`config.mk`:
```
export PLATFORM = sky130hd
export DESIGN_NAME = mul4_issue_ctrl
export DESIGN_NICKNAME = d
export VERILOG_FILES = /design/src/rtl/mul4_issue_ctrl.sv
export SDC_FILE = /design/constraint.sdc
export NUM_CORES = 1
export LEC_CHECK = 0
export CAP_MARGIN = 15
export CORE_MARGIN = 5
export CORE_UTILIZATION = 47
export DETAILED_ROUTE_END_ITERATION = 8
export HOLD_SLACK_MARGIN = 0.02
export PLACE_DENSITY = 0.95
export SYNTH_ARGS = -nofsm -noshare
export SYNTH_HDL_FRONTEND = slang
export SYNTH_SLANG_ARGS = --single-unit
```
`constraint.sdc`:
```
create_clock -name CK -period 3.5 [get_ports CK]
set_clock_uncertainty 0.1 [all_clocks]
set_input_delay 0.7 -clock CK [delete_from_list [all_inputs] [get_ports CK]]
set_output_delay 0.7 -clock CK [all_outputs]
set_load 0.02 [all_outputs]
```
`src/rtl/mul4_issue_ctrl.sv`:
```
// mul4_issue_ctrl: operand-issue and result-capture stage for the 4x4
// sequential shift-add multiplier core.
//
// Accepts an operand pair, drives the core's A/B inputs with a one-cycle
// START, waits for the core's READY (ignoring it on the first WAIT cycle),
// captures the product and offers it on a result port. A wait counter aborts
// the operation with RES_ERR=1 when the core never answers.
//
// Optional feature, enabled by defining MUL4_ACC_EN: a running accumulator
// (ACC, ACC_W bits, wrapping) of all successfully transferred products,
// cleared by ACC_CLR. Without the macro the ACC/ACC_CLR ports do not exist.
//
// Handshakes: an operand pair transfers on a rising CK edge where
// OP_VALID && OP_READY; a result transfers on a rising CK edge where
// RES_VALID && RES_READY. While RES_VALID is high and RES_READY is low,
// RES_P and RES_ERR are held stable. OP_READY is high only in IDLE.
//
// dbg_state exposes the FSM state (0 IDLE, 1 LOAD, 2 WAIT, 3 DONE).

module mul4_issue_ctrl #(
    parameter int TIMEOUT_CYC = 16
`ifdef MUL4_ACC_EN
    ,
    parameter int ACC_W = 12
`endif
) (
    input  logic             CK,
    input  logic             RN,
    input  logic             OP_VALID,
    output logic             OP_READY,
    input  logic [3:0]       OP_A,
    input  logic [3:0]       OP_B,
    output logic [3:0]       MUL_A,
    output logic [3:0]       MUL_B,
    output logic             MUL_START,
    input  logic [7:0]       MUL_P,
    input  logic             MUL_READY,
    output logic             RES_VALID,
    input  logic             RES_READY,
    output logic [7:0]       RES_P,
    output logic             RES_ERR,
    output logic             BUSY,
    output logic [1:0]       dbg_state
`ifdef MUL4_ACC_EN
    ,
    input  logic             ACC_CLR,
    output logic [ACC_W-1:0] ACC
`endif
);

    typedef enum logic [1:0] {
        IDLE = 2'd0,
        LOAD = 2'd1,
        WAIT = 2'd2,
        DONE = 2'd3
    } state_t;

    // Last counter value of WAIT; reaching it without a capture aborts.
    localparam logic [7:0] CNT_LAST = 8'(TIMEOUT_CYC - 1);

    state_t     state;
    logic [7:0] wait_cnt;

    assign dbg_state = state;

    // Issue/capture FSM; every output is a register updated here.
    always_ff @(posedge CK) begin
        if (!RN) begin
            state     <= IDLE;
            wait_cnt  <= 8'd0;
            OP_READY  <= 1'b0;
            MUL_A     <= 4'd0;
            MUL_B     <= 4'd0;
            MUL_START <= 1'b0;
            RES_VALID <= 1'b0;
            RES_P     <= 8'd0;
            RES_ERR   <= 1'b0;
            BUSY      <= 1'b0;
        end else begin
            case (state)
                IDLE: begin
                    OP_READY <= 1'b1;
                    if (OP_VALID && OP_READY) begin
                        // Operands stay latched until the next acceptance so
                        // the core sees stable B while it shifts.
                        MUL_A     <= OP_A;
                        MUL_B     <= OP_B;
                        MUL_START <= 1'b1;
                        OP_READY  <= 1'b0;
                        BUSY      <= 1'b1;
                        state     <= LOAD;
                    end
                end
                LOAD: begin
                    MUL_START <= 1'b0;
                    wait_cnt  <= 8'd0;
                    state     <= WAIT;
                end
                WAIT: begin
                    // READY on the first WAIT cycle may be left over from the
                    // previous operation, so it is only trusted from count 1.
                    // Capture is tested first so it wins over the timeout.
                    if (wait_cnt != 8'd0 && MUL_READY) begin
                        RES_P     <= MUL_P;
                        RES_ERR   <= 1'b0;
                        RES_VALID <= 1'b1;
                        state     <= DONE;
                    end else if (wait_cnt >= CNT_LAST) begin
                        RES_P     <= 8'd0;
                        RES_ERR   <= 1'b1;
                        RES_VALID <= 1'b1;
                        state     <= DONE;
                    end else begin
                        wait_cnt <= wait_cnt + 8'd1;
                    end
                end
                DONE: begin
                    if (RES_READY) begin
                        RES_VALID <= 1'b0;
                        BUSY      <= 1'b0;
                        OP_READY  <= 1'b1;
                        state     <= IDLE;
                    end
                end
                default: begin
                    state <= IDLE;
                end
            endcase
        end
    end

`ifdef MUL4_ACC_EN
    // Running sum of transferred, non-errored products; a clear in the same
    // cycle as a transfer is applied before the add.
    always_ff @(posedge CK) begin
        if (!RN) begin
            ACC <= '0;
        end else if (RES_VALID && RES_READY && !RES_ERR) begin
            ACC <= (ACC_CLR ? '0 : ACC) + {{(ACC_W-8){1'b0}}, RES_P};
        end else if (ACC_CLR) begin
            ACC <= '0;
        end
    end
`endif

endmodule

```
== Word level (Yosys, flattened, before mapping) ==
Index checks and enable logic that the tools add are counted.
Cells by class
  reduce and logical (&&, ||, !) cells: 17
  multiplexer cells: 21
  equality and inequality tests: 8
  $add $sub $neg: 1
  $lt $le $gt $ge: 1
Operators by type and width (count)
  two-way mux 8 bit: 4
  one-hot mux 8 bit (2 select lines): 1
  AND reduction 3 bit: 4
  nonzero test 2 bit: 5
  adder 8 x 1 -> 8 bit, second input constant: 1
  >= comparator 8 x 4 -> 1 bit, second input constant: 1
  two-way mux 2 bit: 4
  inequality test 2 bit, second input constant: 4
  one-hot mux 1 bit (2 select lines): 4
  one-hot mux 2 bit (4 select lines): 1
  AND reduction 2 bit: 4
  nonzero test 8 bit: 1
  two-way mux 1 bit: 7
  equality test 2 bit, second input constant: 2
  inequality test 3 bit, second input constant: 1
  equality test 2 x 1 -> 1 bit, second input constant: 1
  logical AND 1 bit: 2
  logical NOT 2 bit: 1
Storage, ports and cells
  word-level logic and storage cells: 58
  output and inout port bits: 23
  input port bits: 21
  flip-flop bits (word level): 31

== Logic depth before layout (Yosys ltp) ==
  depth in word-level cells: 4
  mapped depth: 7
  gate-level depth less buffers: 6

== Worst setup path after synthesis ==
Ideal clock, no wire load.
  path type: flip-flop to flip-flop
  start point: register state[1], in the netlist dbg_state[1]
  end point: register RES_P[0]
  setup time: 0.060 ns
  buffers on the path: 1
  data required time: 3.340 ns
  stages on the path, launching flop included: 6
  path slack: 1.643 ns
  arrival: 1.697 ns
  clock period less this slack: 1.857 ns
  path through: dfxtp_1 ha_1 buf_2 inv_2 a2111oi_2 a22o_1
Between the ends
  cells in the longest elaborated chain, start to end: 2
RTL lines
  start, declared: RTL line 61  | state_t state;
  start signal, assigned: RTL line 69  | state <= IDLE;
  start signal, assigned: RTL line 91  | state <= LOAD;
  start signal, assigned: RTL line 97  | state <= WAIT;
  equality test 2 bit: RTL line 80  | case (state)
  AND reduction 2 bit (no line)
  end signal, assigned: RTL line 76  | RES_P <= 8'd0;
  end signal, assigned: RTL line 104  | RES_P <= MUL_P;
  end signal, assigned: RTL line 109  | RES_P <= 8'd0;
  end, declared: RTL line 40  | output logic [7:0] RES_P,
Every way passes these cells.
A chain may end at the register's enable or synchronous reset.

==> run metrics <==
Root Driver clkbuf_4; antenna viol nets, final 0; drt total wl 3370 microns; GPL Wtd Cong 0.849; vias per cell 5.66; Post-CTS Setup Inserts 0; Port-buffer cells 43; Rows 18; Post-Layout Cell Count 212; vias in the first global route 1155; Vias 1200; RSZ-0062 raised after global routing no; Die W 62.0 microns; R2R Setup Slk 1.31 ns; status finished clean; maximum clock frequency 415 MHz; I/O pins 44; CTS H-tree depth 2; Worst VDD drop 0.506 mV; first-pass GRT wire length 5310 microns; Tmin final 2.41 ns; worst reg2reg endpoint wait_cnt[3]; Rel. slew slack 0.409; crit path DAT 2.58 ns; CP startpoint kind primary input; Yosys Warn Count 0; Seq/Total Area, Yosys 0.488; Netlist cell types 32; post-DP HPWL 2500 microns; syn_nets 162; layout cells sized above 1 0.0879; critical path peak fanout 16; Starting Density 0.504; Slew @ Worst Pin 0.885 ns; WL/cell 15.9 microns; CTS tree yes; initial antenna violation count 0; fin crit share 0.688; drt initial violations 59; worst path required time 3.67 ns; setup tns final 0 ns; Tot GR Track Use 0.191; largest net degree at the start of global routing 17; clk_lat worst skew 0.33 ns; NumNets Final 208; Leakage 0.683 nW; count of flip-flops with a built-in enable after synthesis 0; CTS Hold Bufs 0; worst hold endpoint MUL_A[2]; diode count 0; placed insts 204; critical path class in -> reg; Synth Flop Type dfxtp_1; Synth async-reset ratio 0; Slew Viols, Final 0; Post-Syn Instances 135; Yosys reg bits 31; DRC Markers 0; CTS buffer count 5; Reg2Reg Depth 6; maxcap violations 0; crit end category flip-flop; Final Core Density 0.711; synthesis-to-finish area growth 41.0%; Die Y-Extent 62.0 microns; Hold Path Class reg -> reg; Fin. Hold Viols 0; Die ar. 0.00385 sq mm; Avg Cell Area, Syn 9.43 sq um; Hold Crit Start MUL_A[2]; Clock Sinks 31; gr ovfl total 0; CTS resizes 0; Core ar. 0.00252 sq mm; pwr/cell area 567 mW/mm^2; Max Root-Sink Buffers 2; clock transition at the registers of the reported paths 0.09 ns; beginning of the worst register-to-register path wait_cnt[0]; Final Setup Violations 0; post-synth design cell area 0.00127 sq mm; Worst Hold Depth 2; drt first pass iters 4
[power by group]
group	switching, W	leakage [nW]	internal (W)	total [W]
Combinational	0.000200	0.395	0.000150	0.000351
Sequential	0.0000357	0.251	0.000392	0.000427
Clock	0.000123	0.0375	0.000117	0.000240
Total	0.000359	0.683	0.000659	0.00102
[state kept, by name (all words and copies together), names as in the netlist]
| register | count |
|---|---|
| RES_P | 8 |
| MUL_B | 4 |
| dbg_state | 2 |
| OP_READY | 1 |
| MUL_A | 4 |
| RES_ERR | 1 |
| MUL_START | 1 |
| RES_VALID | 1 |
| BUSY | 1 |
| wait_cnt | 8 |
[worst max path at each step]
stage / depth (start not counted) / end / from / slack (ns)
6_report: 4 / RES_P[7] / RN / 1.09
5_1_grt: 4 / RES_P[2] / RN / 0.95
4_1_cts: 4 / RES_P[7] / RN / 1.05
3_5_place_dp: 4 / RES_P[2] / RN / 0.77
3_3_place_gp: 4 / RES_P[1] / RN / 0.93
2_1_floorplan: 5 / RES_P[0] / dbg_state[1] / 1.64
[placed cells by master (no fill, tap or decap), types with 4 or more instances in the layout]
cell	n
inv_1	6
nand2_1	21
a21oi_1	15
clkbuf_4	5
ha_1	6
nor2_1	4
nand3_1	7
dfxtp_1	31
clkdlybuf4s50_1	43
a22o_1	8
[per-stage QoR]
stage	setup slack (ns)	power (W)	cell area (sq um)	hold WS (ns)
2_1_floorplan	1.64	0.000640	1270	0.367
3_3_place_gp	0.928	0.000761	1720	0.345
3_5_place_dp	0.767	0.000780	1720	0.352
4_1_cts	1.05	0.00101	1790	0.364
5_1_grt	0.945	0.00108	1790	0.393
6_report	1.09	0.00102	1790	0.365
[cells in the mapped netlist (2+ instances only)]
cell type	n	area, sq um
and3_1	3	18.8
dfxtp_1	31	621
inv_2	3	11.3
a22o_1	8	70.1
nor2_1	4	15.0
nand2_1	21	78.8
nand3_1	7	35.0
and2_1	2	12.5
ha_1	6	75.1
o21a_1	2	15.0
nor3_1	2	10.0
a21oi_1	15	75.1
inv_1	6	22.5
a21boi_1	2	15.0
buf_2	3	15.0
a311oi_1	2	17.5
o211ai_1	3	22.5
[worst max-delay path, cell delays in order]
cell,delay [ns]
clkdlybuf4s50_1,0.67
inv_2,0.22
a2111oi_2,0.72
a22o_1,0.27
[per-layer routing]
metal | share of wire | track usage
met5 | 0 | 0
met4 | 0.030 | 0.106
met3 | 0.076 | 0.0434
met2 | 0.49 | 0.321
met1 | 0.40 | 0.223
[kinds of logic (layout without fill, tap and decap cells)]
logic type                 after synthesis  after routing  share of synthesized area
AOI/OAI and AO/OA                       41             41                      0.235
buffers and inverters                   13             60                     0.0413
adders and majority gates                6              6                     0.0590
and+or+nand+nor                         44             44                      0.177
DFF                                     31             31                      0.488
[cell type report]
type                            count  area [sq um]
Multi-Input combinational cell     91           599
Clock buffer                        7          65.1
Sequential cell                    31           621
Clock inverter                      1          7.51
Fill cell                         191           728
Tap cell                           30          37.5
Timing Repair Buffer               43           430
Inverter                            9          33.8
No activity file was read; power rests on OpenSTA's default activity.
